`src/rtl/bcd_subtractor_serial_if.sv`:
```
// Request/result bundle for the digit-serial packed-BCD subtractor.
// The master drives the operands and start; the slave returns status and result.
interface bcd_subtractor_serial_if #(
  parameter int unsigned DIGITS = 2
);
  logic                  start;
  logic [4*DIGITS-1:0]   a;
  logic [4*DIGITS-1:0]   b;
  logic                  busy;
  logic                  done;
  logic [4*DIGITS-1:0]   d;
  logic                  borrow;
  logic                  invalid;

  modport master (
    output start, a, b,
    input  busy, done, d, borrow, invalid
  );

  modport slave (
    input  start, a, b,
    output busy, done, d, borrow, invalid
  );
endinterface

```
`src/rtl/bcd_subtractor_serial.sv`:
```
// Digit-serial packed-BCD subtractor: d = a - b, least-significant digit first,
// one digit per clock, with borrow out in ten's-complement form.
module bcd_subtractor_serial #(
  parameter int unsigned DIGITS = 2
) (
  input logic                   clk,
  input logic                   reset,
  bcd_subtractor_serial_if.slave bus
);
  localparam int unsigned W  = 4 * DIGITS;
  localparam int unsigned CW = (DIGITS > 1) ? $clog2(DIGITS) : 1;

  typedef enum logic [1:0] {StIdle, StCalc, StDone} state_e;

  state_e         state_q;
  logic [W-1:0]   a_q, b_q, res_q, d_q;
  logic           bin_q, busy_q, done_q, borrow_q, invalid_q;
  logic [CW-1:0]  cnt_q;

  logic [4:0]     diff;
  logic           bout;
  logic [3:0]     digit;
  logic [W+3:0]   shifted;
  logic [W-1:0]   res_next;
  logic           last_digit;
  logic           bad_in;

  function automatic logic has_bad_digit(input logic [W-1:0] v);
    logic bad;
    bad = 1'b0;
    for (int i = 0; i < int'(DIGITS); i++) begin
      if (v[4*i +: 4] > 4'd9) bad = 1'b1;
    end
    return bad;
  endfunction

  // The working operands shift right so the current digit is always at [3:0].
  always_comb begin
    diff       = {1'b0, a_q[3:0]} - {1'b0, b_q[3:0]} - {4'b0000, bin_q};
    bout       = diff[4];
    digit      = bout ? (diff[3:0] + 4'd10) : diff[3:0];
    shifted    = {digit, res_q};
    res_next   = shifted[W+3:4];
    last_digit = (cnt_q == CW'(DIGITS - 1));
    bad_in     = has_bad_digit(bus.a) | has_bad_digit(bus.b);
  end

  always_ff @(posedge clk or posedge reset) begin
    if (reset) begin
      state_q   <= StIdle;
      a_q       <= '0;
      b_q       <= '0;
      res_q     <= '0;
      d_q       <= '0;
      bin_q     <= 1'b0;
      cnt_q     <= '0;
      busy_q    <= 1'b0;
      done_q    <= 1'b0;
      borrow_q  <= 1'b0;
      invalid_q <= 1'b0;
    end else begin
      unique case (state_q)
        StIdle: begin
          done_q <= 1'b0;
          if (bus.start) begin
            a_q <= bus.a;
            b_q <= bus.b;
            if (bad_in) begin
              d_q       <= '0;
              borrow_q  <= 1'b0;
              invalid_q <= 1'b1;
              done_q    <= 1'b1;
              state_q   <= StDone;
            end else begin
              bin_q   <= 1'b0;
              cnt_q   <= '0;
              res_q   <= '0;
              busy_q  <= 1'b1;
              state_q <= StCalc;
            end
          end
        end
        StCalc: begin
          a_q   <= a_q >> 4;
          b_q   <= b_q >> 4;
          res_q <= res_next;
          bin_q <= bout;
          cnt_q <= cnt_q + 1'b1;
          if (last_digit) begin
            d_q       <= res_next;
            borrow_q  <= bout;
            invalid_q <= 1'b0;
            busy_q    <= 1'b0;
            done_q    <= 1'b1;
            state_q   <= StDone;
          end
        end
        StDone: begin
          done_q  <= 1'b0;
          state_q <= StIdle;
        end
        default: state_q <= StIdle;
      endcase
    end
  end

  assign bus.busy    = busy_q;
  assign bus.done    = done_q;
  assign bus.d       = d_q;
  assign bus.borrow  = borrow_q;
  assign bus.invalid = invalid_q;
endmodule
```
`src/flat_wrapper.sv`:
```
// flat-port wrapper written by rule: the top's interface ports become plain ports
module bcd_subtractor_serial_flat 
#(
  parameter int unsigned DIGITS = 2
)
  (clk, reset, bus_start, bus_a, bus_b, bus_busy, bus_done, bus_d, bus_borrow, bus_invalid);
  bcd_subtractor_serial_if #(.DIGITS(DIGITS)) bus_i ();
  input logic clk;
  input logic reset;
  input wire logic [$bits(bus_i.start)-1:0] bus_start;
  input wire logic [$bits(bus_i.a)-1:0] bus_a;
  input wire logic [$bits(bus_i.b)-1:0] bus_b;
  output wire logic [$bits(bus_i.busy)-1:0] bus_busy;
  output wire logic [$bits(bus_i.done)-1:0] bus_done;
  output wire logic [$bits(bus_i.d)-1:0] bus_d;
  output wire logic [$bits(bus_i.borrow)-1:0] bus_borrow;
  output wire logic [$bits(bus_i.invalid)-1:0] bus_invalid;
  assign bus_i.start = bus_start;
  assign bus_i.a = bus_a;
  assign bus_i.b = bus_b;
  assign bus_busy = bus_i.busy;
  assign bus_done = bus_i.done;
  assign bus_d = bus_i.d;
  assign bus_borrow = bus_i.borrow;
  assign bus_invalid = bus_i.invalid;
  bcd_subtractor_serial #(.DIGITS(DIGITS)) u_core (.clk(clk), .reset(reset), .bus(bus_i));
endmodule
```
`config.mk`:
```
export PLATFORM = sky130hd
export DESIGN_NAME = bcd_subtractor_serial_flat
export DESIGN_NICKNAME = d
export VERILOG_FILES = /design/src/rtl/bcd_subtractor_serial_if.sv /design/src/rtl/bcd_subtractor_serial.sv /design/src/flat_wrapper.sv
export SDC_FILE = /design/constraint.sdc
export NUM_CORES = 1
export LEC_CHECK = 0
export CAP_MARGIN = 30
export CORE_MARGIN = 4
export CORE_UTILIZATION = 40
export CTS_BUF_LIST = sky130_fd_sc_hd__clkbuf_8
export DETAILED_ROUTE_END_ITERATION = 10
export GPL_ROUTABILITY_DRIVEN = 0
export PLACE_DENSITY = 0.75
export SYNTH_ARGS = -nofsm -noshare
export SYNTH_HDL_FRONTEND = slang
export SYNTH_SLANG_ARGS = --single-unit
```
`constraint.sdc`:
```
create_clock -name clk -period 7.54 [get_ports clk]
set_input_delay 1.131 -clock clk [delete_from_list [all_inputs] [get_ports clk]]
set_output_delay 1.131 -clock clk [all_outputs]
set_load 0.02 [all_outputs]
```
==> results of run 1 <==
## per-layer routing
layer,vias to the layer above,global-route usage
met5,-,0
met2,23,0.233
li1,729,-
met3,8,0.0410
met1,673,0.160
met4,0,0.0587
## kinds of logic after synthesis
kind of cell    after synthesis
compound gates               49
flops                        36
mux                          18
xor+xnor                      2
simple gates                 56
buf+inv                      24
fa+ha+maj                    12
## synthesized netlist by cell type, types with 2 or more instances
cell type and instances:
a21o_1 2, o21ai_1 11, xor2_1 2, o31ai_1 3, a21oi_1 3, nor3_1 3
mux2_2 5, a22o_1 2, a21oi_2 2, buf_2 4, clkbuf_1 2, nand2_1 38
nor2_1 5, dfrtp_1 36, inv_1 15, ha_1 10, mux2i_1 11, fa_1 2
o21ai_0 20, buf_4 2
## area by class of cell
| cell class | count | area, µm² |
|---|---|---|
| clock buffer | 5 | 68.8 |
| clock inverter | 2 | 12.5 |
| fill | 431 | 2160 |
| inverter | 16 | 60.1 |
| multi-input combinational | 137 | 916 |
| sequential | 36 | 901 |
| tap | 52 | 65.1 |
| timing repair buffer | 33 | 323 |
## cell usage in the layout (no fill, tap or decap), types with 2 or more instances in the layout
master and instances:
a21o_1 2, a21oi_1 3, a21oi_2 2, a22o_1 2, buf_4 3, clkbuf_8 5
clkdlybuf4s50_1 30, dfrtp_1 36, fa_1 2, ha_1 10, inv_1 15, mux2_2 5
mux2i_1 11, nand2_1 38, nor2_1 5, nor3_1 3, o21ai_0 20, o21ai_1 11
o31ai_1 3, xor2_1 2
## report_power, final
group | total [mW] | switching [mW] | internal, mW
combinational | 0.423 | 0.237 | 0.185
clock | 0.129 | 0.0666 | 0.0624
sequential | 0.293 | 0.0378 | 0.255
total | 0.845 | 0.342 | 0.503
## flip-flops by register name, indices dropped and copies added (netlist names)
register and count:
u_core.bus.borrow 1, u_core.bus.busy 1, u_core.state_q 2, u_core.bin_q 1
u_core.bus.done 1, u_core.bus.invalid 1, u_core.cnt_q 1, u_core.b_q 8
u_core.res_q 4, u_core.bus.d 8, u_core.a_q 8
## worst max-delay path by stage
| stage | end | startpoint |
|---|---|---|
| final | u_core.bus.d[5] | bus_a[6] |
| after global placement | u_core.bus.d[5] | bus_b[2] |
| after detailed placement | u_core.bus.d[5] | bus_b[2] |
| after global routing | u_core.bus.d[5] | bus_b[2] |
| after CTS | u_core.bus.d[5] | bus_b[2] |
| after floorplan | u_core.res_q[7] | u_core.bin_q |
## through the flow
step                      instance area, µm²  cells  utilization  hold slack, ns  power (mW)
after floorplan                         1920    197            -           0.447       0.623
after CTS                               2350    281        0.521           0.489       0.858
final                                   2350    281        0.521           0.480       0.845
after detailed placement                2260    274        0.503           0.470       0.726
after global routing                    2350    281        0.521           0.517       0.927
after global placement                  2260    274        0.503           0.462       0.708
## critical path, cell delays in order
cell,delay [ns]
clkdlybuf4s50_1,0.41
o21ai_1,0.22
a41oi_1,0.21
o21ai_2,0.56
mux2_2,0.40
==> metrics, run 1 <==
outcome=finished clean; Layout area overhead=22.2%; setup repair after global routing missed its margin=no; ANT nets after route=0; reg-to-reg endpoint=u_core.bus.d[5]; insertion delay to the later sink of the worst-skew pair=0.29 ns; die width=around 77 µm; crit share post-route=0.367; post-layout worst setup margin=roughly 4.8 ns; post-DP HPWL=2810 µm; Core Area=~4500 µm²; Post-Synthesis Cell Area=around 1900 µm²; largest family of logic cells by synthesized area=compound AO/OA/AOI/OAI gates; vias in the first global route=around 1500; initial antenna violation count=0; metal3 WL=160 µm; Critical R2R Launch=u_core.bin_q; Hold Crit Class=reg2reg; syn_nets=around 230; CTS tree=built; Total Wirelength=~3700 µm; cts bufs inserted=5; Async SR Flop Fraction=1.00; mux cell area share after synthesis=0.0997; H-tree levels=2; nets=260; critical path type=in2reg; Final Max Tran Viols=0; Primary FF master, synth=dfrtp_1; routed vias/inst=between 5 and 6; DRT iter0 DRCs=approximately 60; CP Launch Type=primary input; setup_tns=0 ns; full die area=between 5000 and 6000 µm²; clock sink count=36; vias=about 1400; post-synth top area share=0.469; Data arrival, critical path=2.94 ns; hold_buf cts=0; Synth Area in XOR/XNOR=0.00913; Synth Area in Compound Gates=0.154; I/O pins=31; Hold EP=u_core.bus.d[6]; I/O Buffers=30; syn avg cell area=9.74 µm²; wire length of the first global-routing pass=6510 µm; root buf cell=clkbuf_8; crit path capture type=flip-flop; peak supply drop=167 µV; Synth Area in Adders=0.0860; wl on met1=1730 µm; grt ovf=0; GRT Util Overall=0.137; WL/cell=~13 µm; R2R cell count=8; Seq cells post-synth=36; Ant. Diodes=0; FMAX=~360 MHz; measured slew at the worst slew-check pin=0.644 ns; simple-gate share of the synthesized area=0.128; worst hold path depth=2; largest net degree at the start of global routing=37; PD cells=360 nW/µm²; drt pass-1 iters=4; Reg2Reg Setup Slack=approximately 4.9 ns; setup violators final=0; P_leak=about 1.1 nW; pre-CTS WS=between 4 and 5 ns; crit path max fanout=17; post-CTS sizing=0; Die Y=77.3 µm; max_slew headroom=0.571; minimum clock period=around 2.8 ns; area leader, netlist=dfrtp_1; # rows=24; sequential share of the synthesized area=0.469; setup repair bufs after CTS=0; final hold vios=0; largest buffer count on any clock path=2; DRC Markers=0; cells after synthesis=a little under 200; Clock Skew=approximately 0.0022 ns; Max Cap Violations=0; Synth cell types=39; Initial Util=0.426; hold path start=u_core.bus.d[6]; met2 WL post-DR=~1800 µm; Synthesis Warnings=0; top cells by area, synth=dfrtp_1, nand2_1, ha_1; number of synthesized flops with an enable pin=0; fraction of layout cells with a size suffix above 1=0.100; CTS clk-pin slew, worst paths=around 0.070 ns; top sig layer=met4; Req. time, crit path=about 7.7 ns
No activity file was read; power rests on OpenSTA's default activity.
==> run 2, diff against run 1 <==
--- a/config.mk
+++ b/config.mk
@@ -11,7 +11,7 @@
 export CTS_BUF_LIST = sky130_fd_sc_hd__clkbuf_8
 export DETAILED_ROUTE_END_ITERATION = 10
 export GPL_ROUTABILITY_DRIVEN = 0
-export PLACE_DENSITY = 0.75
+export PLACE_DENSITY = 0.77
 export SYNTH_ARGS = -nofsm -noshare
 export SYNTH_HDL_FRONTEND = slang
 export SYNTH_SLANG_ARGS = --single-unit
==> constraint.sdc (replaced) <==
create_clock -name clk -period 2.5 [get_ports clk]
set_input_delay 0.375 -clock clk [delete_from_list [all_inputs] [get_ports clk]]
set_output_delay 0.375 -clock clk [all_outputs]
set_load 0.02 [all_outputs]
==> run 2 against run 1 <==
  * Register-to-register slack got worse by 4.7 ns
  * Largest power group unchanged
  * Wire length fell by 2.1%
  * Die area unchanged
  * Critical path type is now reg2reg
  * Sequential power grew to 3.0 times the previous value
  * Utilization rose by 1.9 points
  * Clock power increased to 3.4 times the previous value
  * Combinational power rose to 3.5 times the previous value
  * Global-route usage down 0.46 points
  * Critical path depth grew 3
  * Clock skew up 0.0031 ns
  * Sequential cell count unchanged
==> metrics, run 2 (synthesis gave the netlist of run 1 again) <==
outcome=finished clean; routed vias/inst=5.00 (-2.0%); # rows=24 (unchanged); cts bufs inserted=5 (unchanged); crit path max fanout=4 (-13); Clock Skew=0.00528 ns (+0.00305 ns); vias=1424 (-0.63%); measured slew at the worst slew-check pin=0.451 ns (-0.193 ns); commonest non-fill, non-tap cell in the layout=nand2_1; largest net degree at the start of global routing=37 (unchanged); CTS clk-pin slew, worst paths=0.07 ns (about the same); WL/cell=12.9 µm (-3.4%); DRC Markers=0 (unchanged); GRT Util Overall=0.133 (-0.00462); ANT nets after route=0 (unchanged); setup repair bufs after CTS=0 (unchanged); Ant. Diodes=0 (unchanged); Final Max Tran Viols=0 (unchanged); nets=264 (+1.5%); post-layout worst setup margin=0.149 ns (-4.63 ns); wire length of the first global-routing pass=6310 µm (-3.1%); Placed Area=2290 µm² (+1.3%); largest buffer count on any clock path=2 (unchanged); pre-CTS WS=-0.0168 ns (-4.46 ns); P_leak=1.10 nW (+3.6%); Hold Crit Class=reg2reg; Layout area overhead=26.6%; DRT iter0 DRCs=44 (-25%); H-tree levels=2 (unchanged); final hold vios=0 (unchanged); final instance area=2430 µm² (+3.6%); fillcell total=403 (-6.5%); crit share post-route=0.941; Total Wirelength=3670 µm (-2.1%); peak supply drop=554 µV (+230%); Core Area=4500 µm² (unchanged); clock sink count=36 (unchanged); minimum clock period=between 2 and 2.5 ns; Data arrival, critical path=2.52 ns (-0.42 ns); drt pass-1 iters=4 (unchanged); max_slew headroom=0.699 (+0.129); full die area=5970 µm² (unchanged); Initial Util=0.426 (unchanged); initial antenna violation count=0 (unchanged); Max Cap Violations=0 (unchanged); fraction of layout cells with a size suffix above 1=0.146 (+0.0455); grt ovf=0 (unchanged); Final Util=0.539 (+0.0186); post-DP HPWL=2730 µm (-2.6%); die width=77.3 µm (unchanged); insertion delay to the later sink of the worst-skew pair=0.29 ns (about the same); I/O pins=31 (unchanged); vias in the first global route=1374 (-6.8%); crit path capture type=flip-flop; Req. time, crit path=2.67 ns (-5.04 ns); setup violators final=0 (unchanged); register area=901 µm² (unchanged); PD cells=1160 nW/µm² (+220%); I/O Buffers=30 (unchanged); most frequent cells in the layout=nand2_1, dfrtp_1, clkdlybuf4s50_1; setup repair after global routing missed its margin=no; multi-input logic area=955 µm² (+4.2%); FMAX=425 MHz; root buf cell=clkbuf_8; Die Y=77.3 µm (unchanged); critical path type=reg2reg; CP Launch Type=flip-flop; CTS tree=built
[run 2: worst max-delay path, stage by stage, from the launching register on]
cell and delay [ns]:
dfrtp_1 0.34, inv_1 0.06, fa_2 0.42, fa_2 0.42
nand2b_4 0.17, a211oi_4 0.32, o21bai_1 0.12, mux2i_1 0.14
mux2_2 0.27
[run 2: timing repair]
action | in CTS | in global routing
hold buffers | 0 | 0
endpoints found under the setup margin | 2 | 8
gates resized for setup | 0 | 8
pin swaps | 1 | 2
[run 2: worst paths after layout]
kind,startpoint,to,slack (ns),depth (start not counted)
max,u_core.bin_q,u_core.res_q[7],0.15,8
min,u_core.a_q[5],u_core.a_q[5],0.48,2
max reg2reg,u_core.bin_q,u_core.res_q[7],0.15,8
min reg2reg,u_core.a_q[5],u_core.a_q[5],0.48,2
max in group asynchronous,reset,u_core.b_q[4],1.70,3
min in group asynchronous,reset,u_core.res_q[5],0.49,3
[run 2: power by group]
group | leakage [nW] | switching (mW) | internal (mW) | total, mW
Combinational | 0.584 | 0.804 | 0.680 | 1.48
Clock | 0.0503 | 0.196 | 0.245 | 0.442
Sequential | 0.465 | 0.112 | 0.770 | 0.882
[run 2: area by class of cell]
class,count,area share
clock buffer,7,0.0396
inverter,16,0.0247
multi-input combinational,137,0.393
sequential,36,0.371
tap,52,0.0268
timing repair buffer,37,0.145
[run 2: layer usage]
metal | up-vias | GRT usage | routed length (µm)
met5 | - | 0 | 0
met3 | 6 | 0.0351 | 128
met1 | 663 | 0.165 | 1710
met2 | 21 | 0.220 | 1770
met4 | 0 | 0.0480 | 63
li1 | 734 | - | -
[run 2: stage by stage]
| stage | setup TNS (ns) | instances | power [mW] | hold slack, ns |
|---|---|---|---|---|
| after global placement | 0 | 278 | 2.17 | 0.461 |
| after detailed placement | -0.0271 | 278 | 2.21 | 0.470 |
| after floorplan | 0 | 197 | 1.88 | 0.447 |
| after CTS | 0 | 285 | 2.66 | 0.485 |
| after global routing | 0 | 285 | 3.07 | 0.511 |
| final | 0 | 285 | 2.81 | 0.477 |
==> run 3, diff against run 2 <==
--- a/config.mk
+++ b/config.mk
@@ -11,7 +11,7 @@
 export CTS_BUF_LIST = sky130_fd_sc_hd__clkbuf_8
 export DETAILED_ROUTE_END_ITERATION = 10
 export GPL_ROUTABILITY_DRIVEN = 0
-export PLACE_DENSITY = 0.77
+export PLACE_DENSITY = 0.75
 export SYNTH_ARGS = -nofsm -noshare
 export SYNTH_HDL_FRONTEND = slang
 export SYNTH_SLANG_ARGS = --single-unit
==> constraint.sdc (replaced) <==
create_clock -name clk -period 2.4 [get_ports clk]
set_input_delay 0.6 -clock clk [delete_from_list [all_inputs] [get_ports clk]]
set_output_delay 0.6 -clock clk [all_outputs]
set_load 0.02 [all_outputs]
==> run 3 against run 2 <==
  * Register-to-register slack worse by 0.12 ns
  * Critical path depth unchanged
  * Wire length up 5.5%
  * Die area unchanged
  * Design area up 1.2%
  * Combinational power up 9%
  * Count of clock-buffer cells in the layout down 1
  * Cell count up 1.4%
  * Largest power group unchanged
  * Highest routed layer unchanged
==> metrics, run 3 (synthesis gave the netlist of run 1 again) <==
WL/cell=13.4 µm (+4.0%); die width=77.3 µm (unchanged); post-layout worst setup margin=0.0307 ns (-0.118 ns); P_leak=1.12 nW (+2.1%); Final Power=2.98 mW (+6.3%); clock sink count=36 (unchanged); CP Launch Type=flip-flop; FMAX=422 MHz (-0.76%); final hold vios=0 (unchanged); crit path capture type=flip-flop; Internal=1.80 mW (+6.0%); Initial Util=0.426 (unchanged); measured slew at the worst slew-check pin=0.463 ns (+0.0123 ns); H-tree levels=2 (unchanged); Final Max Tran Viols=0 (unchanged); Die Y=77.3 µm (unchanged); critical path type=reg2reg; commonest non-fill, non-tap cell in the layout=nand2_1; wire length of the first global-routing pass=7000 µm (+11%); DRC Markers=0 (unchanged); Total Wirelength=3870 µm (+5.5%); Req. time, crit path=2.57 ns (-0.10 ns); crit path max fanout=4 (unchanged); vias in the first global route=1513 (+10%); fraction of layout cells with a size suffix above 1=0.165 (+0.0186); GRT Util Overall=0.147 (+0.0148); Setup crit start=u_core.b_q[0]; Data arrival, critical path=2.54 ns (+0.02 ns); logic gate share of total power=0.543 (+0.014); Ant. Diodes=0 (unchanged); most frequent cells in the layout=nand2_1, dfrtp_1, clkdlybuf4s50_1; pre-CTS WS=-0.144 ns (-0.127 ns); DRT iter0 DRCs=57 (+30%); Max Cap Violations=0 (unchanged); outcome=finished clean; Seq pwr share=0.309 (-0.005); WP buf/inv=1 (unchanged); peak supply drop=468 µV (-16%); root buf cell=clkbuf_8; Final Util=0.546 (+0.00667); ANT nets after route=0 (unchanged); Layout area overhead=28.2%; # rows=24 (unchanged); setup repair after global routing missed its margin=yes; worst-path cell chain=inv_1, fa_2, fa_2, nand2b_4, a211oi_4, o21bai_1, mux2i_2, mux2_2; post-DP HPWL=2880 µm (+5.2%); Clk pwr share=0.148 (-0.009); setup_tns=0 ns (unchanged); I/O Buffers=30 (unchanged); minimum clock period=2.37 ns (+0.0180 ns); I/O pins=31 (unchanged); Core Area=4500 µm² (unchanged); vias=1477 (+3.7%); Reg2Reg Setup Slack=0.03 ns (-0.12 ns); hold_buf cts=0 (unchanged); nets=267 (+1.1%); Worst path top cell family by delay=adder cells; CTS clk-pin slew, worst paths=0.07 ns (about the same); crit share post-route=0.987 (+0.0467); hold path start=u_core.bus.d[0]; Net Switching=1.19 mW (+6.6%); grt ovf=0 (unchanged); CP dominant cell by count=fa_2; setup violators final=0 (unchanged); max_slew headroom=0.691 (-0.00820); Hold Crit Class=reg2reg; Critical R2R Launch=u_core.b_q[0]; CTS tree=built; full die area=5970 µm² (unchanged); Max stage delay on crit path=0.41 ns (about the same); largest buffer count on any clock path=2 (unchanged); insertion delay to the later sink of the worst-skew pair=0.29 ns (about the same); drt pass-1 iters=4 (unchanged); initial antenna violation count=0 (unchanged); cts bufs inserted=5 (unchanged); Sw Share=0.398 (+0.00136); largest net degree at the start of global routing=37 (unchanged); PD cells=1210 nW/µm² (+5.0%); CP max stage cell=fa_2; routed vias/inst=5.11 (+2.3%); Clock Skew=0.00467 ns (-0.000616 ns)
[run 3: worst paths after layout]
check / depth (start not counted) / end
min in group asynchronous: 3 / u_core.bus.d[3]
setup reg to reg: 8 / u_core.res_q[7]
setup / recovery: 8 / u_core.res_q[7]
hold reg to reg: 2 / u_core.bus.d[0]
max in group asynchronous: 3 / u_core.b_q[4]
hold / removal: 2 / u_core.bus.d[0]
[run 3: metrics by stage]
stage	hold slack [ns]	area [µm²]	cells
floorplan	0.447	1920	197
global placement	0.461	2300	279
detailed placement	0.466	2300	279
CTS	0.482	2420	288
global route	0.506	2460	289
finish	0.475	2460	289
[run 3: layout make-up]
class	count	area [µm²]
flip-flops and latches	36	901
clock buffers	6	82.6
well taps	52	65.1
clock inverters	2	10.0
inverters	16	60.1
multi-input cells	137	966
repair buffers	40	375
fillers	417	2040
[run 3: layer usage]
layer | vias to the layer above | global-route usage | part of all wire
li1 | 746 | - | -
met1 | 703 | 0.183 | 0.46
met2 | 23 | 0.246 | 0.49
met3 | 5 | 0.0422 | 0.036
met4 | 0 | 0.0480 | 0.014
met5 | - | 0 | 0
[run 3: power groups by stage]
stage                     sequential [mW]  combinational (mW)  clock (mW)
after floorplan                     0.940                1.02           0
after global placement              0.921                1.34           0
after detailed placement            0.933                1.39           0
after CTS                           0.923                1.50       0.455
after global routing                0.951                1.84       0.489
final                               0.921                1.62       0.443
[run 3: what timing repair did]
| item | in CTS | in global routing |
|---|---|---|
| setup buffers | 1 | 1 |
| pin swaps | 2 | 6 |
| endpoints found under the setup margin | 7 | 8 |
| endpoints found under the hold margin | 0 | 0 |
| resized for setup | 3 | 7 |
[run 3: worst reg2reg max path, delay by kind of cell (launching register included)]
kind / cells / cell delay, ns
DFF: 1 / 0.35
AOI/OAI and AO/OA: 2 / 0.43
adders and majority gates: 2 / 0.79
and+or+nand+nor: 1 / 0.17
buffers and inverters: 1 / 0.06
muxes: 2 / 0.44
